[src/rtl/fmul_pipe.sv]
// Pipelined floating-point multiplier with tagged valid/ready handshakes.
// Denormal inputs flush to zero; results saturate to +/-Inf or flush to +/-0.
module fmul_pipe #(
  parameter int EW      = 8,
  parameter int MW      = 23,
  parameter int LATENCY = 2,
  parameter int ROUND   = 0,
  parameter int TAGW    = 5,
  localparam int W      = 1 + EW + MW
) (
  input  logic            clk,
  input  logic            rstn,
  input  logic            in_valid,
  output logic            in_ready,
  input  logic [W-1:0]    x1,
  input  logic [W-1:0]    x2,
  input  logic [TAGW-1:0] in_tag,
  output logic            out_valid,
  input  logic            out_ready,
  output logic [W-1:0]    y,
  output logic [TAGW-1:0] out_tag,
  output logic            ovf,
  output logic            unf
);
  localparam int PW = 2 * MW + 2;
  localparam int EX = EW + 2;
  localparam int PS = (LATENCY >= 2) ? 1 : 0;
  localparam int RS = LATENCY - PS;
  localparam logic signed [EX-1:0] BIAS = EX'(2 ** (EW - 1) - 1);
  localparam logic signed [EX-1:0] EMAX = EX'(2 ** EW - 1);

  // Handshake: a transfer happens on a rising edge where valid & ready are both
  // high. The whole pipe advances together only when the output slot is empty or
  // being drained, so in_ready never depends on in_valid.
  logic en;
  assign en       = !out_valid || out_ready;
  assign in_ready = en;

  logic [PW-1:0]          p_c;
  logic signed [EX-1:0]   e_c;
  logic                   s_c;
  logic                   z_c;

  always_comb begin
    p_c = PW'({1'b1, x1[MW-1:0]}) * PW'({1'b1, x2[MW-1:0]});
    e_c = $signed(EX'(x1[W-2:MW])) + $signed(EX'(x2[W-2:MW])) - BIAS;
    s_c = x1[W-1] ^ x2[W-1];
    z_c = (x1[W-2:MW] == '0) || (x2[W-2:MW] == '0);
  end

  logic [PW-1:0]          pa;
  logic signed [EX-1:0]   ea;
  logic                   sa;
  logic                   za;
  logic                   va;
  logic [TAGW-1:0]        ta;

  generate
    if (PS == 1) begin : g_pstage
      always_ff @(posedge clk or negedge rstn) begin
        if (!rstn) begin
          pa <= '0;
          ea <= '0;
          sa <= 1'b0;
          za <= 1'b0;
          va <= 1'b0;
          ta <= '0;
        end else if (en) begin
          pa <= p_c;
          ea <= e_c;
          sa <= s_c;
          za <= z_c;
          va <= in_valid;
          ta <= in_tag;
        end
      end
    end else begin : g_pass
      assign pa = p_c;
      assign ea = e_c;
      assign sa = s_c;
      assign za = z_c;
      assign va = in_valid;
      assign ta = in_tag;
    end
  endgenerate

  // Normalise so the hidden bit sits just above pn's top; the dropped bits
  // feed guard/sticky for round-to-nearest-even.
  logic [PW-2:0]          pn;
  logic [MW-1:0]          mant;
  logic                   guard;
  logic                   sticky;
  logic                   inc;
  logic                   carry;
  logic signed [EX-1:0]   e_r;
  logic [W-1:0]           r_c;
  logic                   ovf_c;
  logic                   unf_c;

  always_comb begin
    pn            = pa[PW-1] ? pa[PW-2:0] : {pa[PW-3:0], 1'b0};
    guard         = pn[MW];
    sticky        = |pn[MW-1:0];
    inc           = (ROUND == 1) && guard && (sticky || pn[MW+1]);
    {carry, mant} = {1'b0, pn[PW-2:MW+1]} + (MW + 1)'(inc);
    e_r           = ea + EX'(pa[PW-1]) + EX'(carry);
    r_c           = {sa, {(W - 1){1'b0}}};
    ovf_c         = 1'b0;
    unf_c         = 1'b0;
    if (!za) begin
      if (e_r >= EMAX) begin
        r_c   = {sa, {EW{1'b1}}, {MW{1'b0}}};
        ovf_c = 1'b1;
      end else if (e_r <= 0) begin
        unf_c = 1'b1;
      end else begin
        r_c = {sa, e_r[EW-1:0], mant};
      end
    end
  end

  logic [W-1:0]    ry [RS];
  logic [TAGW-1:0] rt [RS];
  logic            rv [RS];
  logic            ro [RS];
  logic            ru [RS];

  always_ff @(posedge clk or negedge rstn) begin
    if (!rstn) begin
      for (int i = 0; i < RS; i++) begin
        ry[i] <= '0;
        rt[i] <= '0;
        rv[i] <= 1'b0;
        ro[i] <= 1'b0;
        ru[i] <= 1'b0;
      end
    end else if (en) begin
      ry[0] <= r_c;
      rt[0] <= ta;
      rv[0] <= va;
      ro[0] <= ovf_c & va;
      ru[0] <= unf_c & va;
      for (int i = 1; i < RS; i++) begin
        ry[i] <= ry[i-1];
        rt[i] <= rt[i-1];
        rv[i] <= rv[i-1];
        ro[i] <= ro[i-1];
        ru[i] <= ru[i-1];
      end
    end
  end

  assign y         = ry[RS-1];
  assign out_tag   = rt[RS-1];
  assign out_valid = rv[RS-1];
  assign ovf       = ro[RS-1];
  assign unf       = ru[RS-1];
endmodule
[config.mk]
export PLATFORM = sky130hd
export DESIGN_NAME = fmul_pipe
export DESIGN_NICKNAME = d
export VERILOG_FILES = /design/src/rtl/fmul_pipe.sv
export SDC_FILE = /design/constraint.sdc
export NUM_CORES = 2
export LEC_CHECK = 0
export CORE_MARGIN = 8
export CORE_UTILIZATION = 40
export CTS_BUF_LIST = sky130_fd_sc_hd__clkbuf_16
export DETAILED_ROUTE_END_ITERATION = 10
export PLACE_DENSITY = 0.62
export SLEW_MARGIN = 10
export SYNTH_ARGS = -nofsm -noshare
export SYNTH_HDL_FRONTEND = slang
export SYNTH_SLANG_ARGS = --single-unit
[constraint.sdc]
create_clock -name clk -period 1.9 [get_ports clk]
set_input_delay 0.38 -clock clk [delete_from_list [all_inputs] [get_ports clk]]
set_output_delay 0.38 -clock clk [all_outputs]
set_load 0.02 [all_outputs]
; After elaboration in Yosys (flattened, before gate mapping)
; Index checks and enable logic that the tools add are counted.
; Widths: inputs -> output; s select.
[word_totals]
reg_bits = 106
in_bits = 73
[op_classes]
muxes = 9
addsub = 3
n_reduce_logical = 5
n_lt_le_gt_ge = 2
multipliers = 1
n_bitwise = 3
[ops]
columns = cell, n
row1 = $mux 31, 3
row2 = $mul 24x24->48, 1
row3 = $mux 47, 1
row4 = $logic_not 8->1, 2
row5 = $add 10x1->10, 1
row6 = $ge 10x9->1 const B, 1
row7 = $le 10x1->1 const B, 1
row8 = $sub 9x7->10 const B, 1
row9 = $add 8x8->9, 1
row10 = $mux 1, 5
row11 = $and 1x1->1, 2
row12 = $logic_or 1x1->1, 2
row13 = $logic_not 1->1, 1
row14 = $xor 1x1->1, 1

; Longest topological paths before layout
[logic_depth]
ltp_word = 6
ltp_mapped = 27
depth_no_buf = 25

; Worst setup path before layout
; No wires, ideal clock.
[synth_path]
kind = in2reg
start = input x2[9]
end = register pa[42]
setup_ns = 0.118
n_path_buf = 2
path_stages = 23
path_slack_ns = -4.575
arrival_time_ns = 6.358
required_ns = 1.782
cell_sequence = clkbuf_1 > clkbuf_1 > nand2_1 > fa_1 > fa_1 > inv_1 > fa_1 > fa_1 > fa_1 > fa_1 > inv_1 > fa_1 > inv_1 > ha_1 > a211o_1 > a21oi_1 > o21ai_1 > a31oi_1 > o211a_1 > a311oi_2 > or3_1 > a21oi_1 > nor2_1
[synth_between]
elab_chain_cells = 1
[synth_lines]
columns = element, line_no
row1 = "start, declared", 16  ; input logic [W-1:0] x2,
row2 = $mul 24x24->48, 45  ; p_c = PW'({1'b1, x1[MW-1:0]}) * PW'({1'b1, x2[MW-1:0]});
row3 = "end signal, assigned", 69  ; pa <= p_c;
row4 = "end, declared", 51  ; logic [PW-1:0] pa;
; No other way between the ends.
; A chain may end at the register's enable or synchronous reset.

; Worst setup path in the final report
[layout_path]
start = input x2[6]
end = register pa[39]
; Same word-level chain as after synthesis.

==> flow_metrics.py <==
metrics = {
    "run_status": {
        "status": "complete, but fails checks",
        "violations": "setup timing",
    },
    "die": {
        "io_pins": 114,
        "die-height_um": 251,
        "rows": 86,
        "die_area_um2": 62900,
        "start_util_pct": 40.3,
        "die_w_um": 251,
        "core-area_um2": 54800,
    },
    "timing": {
        "setup_ws_ps": -4400,
        "clock-skew-final_ps": 8.53,
        "fmax_mhz": 159,
        "setup_viol": 58,
        "fin_crit_ps": 6300,
        "finalCritPeriodShare_pct": 332,
        "slew_headroom_pct": 73.1,
        "hold_violations": 0,
        "final_max_slew_viol_count": 0,
        "rsz0062_at_grt": "true",
        "max_slew.worst_pin.slew_ps": 403,
        "setup_tns_ps": -111560,
    },
    "yosys": {
        "synth_top_family_by_area": "adder cells",
        "yosys.area.top_type": "fa_1",
        "syn-cell-area_um2": 22100,
        "synth_compound_gate_area_share_pct": 5.63,
        "ys.flop_type": "dfrtp_1",
        "yosysUniqueCellTypes": 61,
        "synth_edf_count": 0,
        "syn_area_per_cell_um2": 8.98,
        "synth_area_leaders": "fa_1 44%, ha_1 11%, inv_1 9.8%, dfrtp_1 9.4%, and2_1 6.6%",
        "yosys_warnings": 0,
        "synthArstFlopShare_pct": 100,
        "synth_seq_cells": 83,
        "synth_top_cell_area_share_pct": 43.7,
        "synthCells": 2456,
        "synth_nets": 3197,
        "synthSimpleGateAreaFrac_pct": 16.2,
        "muxShareOfSynthArea_pct": 1.09,
        "yosysSeqAreaShare_pct": 9.41,
        "synth-xor-area-share_pct": 1.51,
        "synth_fa_ha_area_share_pct": 54.3,
    },
    "critical_path": {
        "cp.arrival_ps": 6510,
        "crit_slowest_cell": "fa_2",
        "cp.buffers_inverters": 8,
        "critPathMaxStageDelay_ps": 560,
        "crit_type": "in2reg",
        "end_kind": "flop",
        "cp.required_ps": 2110,
        "crit_fanout": 6,
        "critPathMostFrequentCell": "fa_1",
        "start_kind": "primary input",
        "cp_top_family": "adder cells",
    },
    "detailed_routing": {
        "first_pass_iters": 5,
        "antenna_left": 0,
        "via_per_inst": 5.07,
        "drt_wl_total_mm": 69.4,
        "drcViolationCount": 0,
        "vias": 18300,
        "wl_per_cell_um": 19.2,
        "drtIter0Drc": 888,
    },
    "layout": {
        "area_growth_pct": 35.1,
        "final_cells": 3612,
        "final_cell_area_um2": 29800,
        "layout-drive-gt1-share_pct": 28.3,
        "mostFrequentLayoutCell": "inv_1",
        "num_antenna_cells": 0,
        "layout.nets": 3644,
        "layout_common_cells": "513 x inv_1, 449 x fa_1, 344 x nand2_1",
    },
    "clocking": {
        "cts.clk_slew.worst_paths_ps": 70,
        "cts_buffer_depth": 2,
        "clock_latency_ps": 340,
        "cts_sinks": 83,
        "cts_root_buf": "clkbuf_16",
        "cts_tree": "built",
        "numCtsBuffers": 9,
        "cts-htree-levels": 3,
    },
    "placed_design": {
        "placed_area_um2": 26600,
        "port_buffers": 113,
        "place_inst": 3449,
        "hpwl_mm": 52.9,
        "gp_congestion": 0.916,
    },
    "global_route": {
        "grt_pass1_wl_mm": 111,
        "grt_max_degree": 43,
        "grt_pass1_vias": 20900,
        "grt-ovfl-total": 0,
        "grt_antenna_before_repair": 0,
        "grtUsageTotal_pct": 22.3,
    },
    "run": {
        "max_cap_viol_count": 0,
    },
    "min_path": {
        "min_path_type": "in2reg",
    },
}
## worst paths after layout
path	from	end	slack (ps)	depth (start not counted)
max in group asynchronous	rstn	y[3]	830	3
min in group asynchronous	rstn	ta[2]	460	2
worst min-delay path	x1[25]	za	310	4
worst max register to register	pa[47]	y[25]	-270	10
worst min register to register	ta[1]	ta[1]	470	2
worst max-delay path	x2[6]	pa[39]	-4400	26
## cells by family after synthesis
family,count (synthesis)
simple gates,751
buf+inv,697
fa+ha+maj,668
compound gates,195
flops,83
xor+xnor,38
mux,24
## cell usage after synthesis (all sizes together), types with 24 or more instances
cell / count
xnor2: 25
clkbuf: 109
a21oi: 60
nor2: 82
dfrtp: 83
fa: 482
o21ai: 61
mux2i: 24
inv: 575
nand2: 370
ha: 186
and2: 232
## worst register-to-register path, cell delays in order, from the launching register on
cell,delay (ps)
dfrtp_1,420
ha_4,200
ha_4,210
xnor2_4,170
nor2_2,150
nand3_2,130
nor3_4,180
o21bai_4,130
buf_6,140
o31a_1,100
o31ai_1,250
## registers in the layout (all words and copies together) (netlist names)
signal,flops
out_tag,5
out_valid,1
va,1
ea,10
pa,25
unf,1
sa,1
za,1
ta,5
y,32
ovf,1
## timing repair
action	CTS	global route
hold buffers	1	0
endpoints found under the setup margin	61	61
gates resized for setup	427	258
endpoints found under the hold margin	19	0
cloned	15	0
setup buffers	118	31
pin swaps	184	187
## cell type report
cell class              instances  area, um^2
fillers                      4736       25000
repair buffers                555        5630
clock inverters                 7        73.8
well taps                     704         881
inverters                     578        2190
multi-input cells            1676       18700
flip-flops and latches         83        2080
clock buffers                   9         225
## metal layers
layer / global-route usage [%] / wire (um) / vias to the layer above
met4: 8.40 / 2980 / 0
li1: - / - / 8140
met3: 4.84 / 4790 / 178
met2: 39.0 / 35200 / 608
met1: 26.6 / 26500 / 9392
met5: 0 / 0 / -
## through the flow
stage / hold WS [ps] / utilization (%) / setup WS, ps
2_1_floorplan: 84.4 / - / -4190
3_3_place_gp: 285 / 48.6 / -5240
3_5_place_dp: 280 / 48.6 / -5350
4_1_cts: 309 / 53.1 / -4460
5_1_grt: 337 / 54.4 / -4620
6_report: 315 / 54.4 / -4400
Power is left out: the tool's default activity adds up to more than one toggle a clock period on the data nets, which glitch-free logic cannot reach.
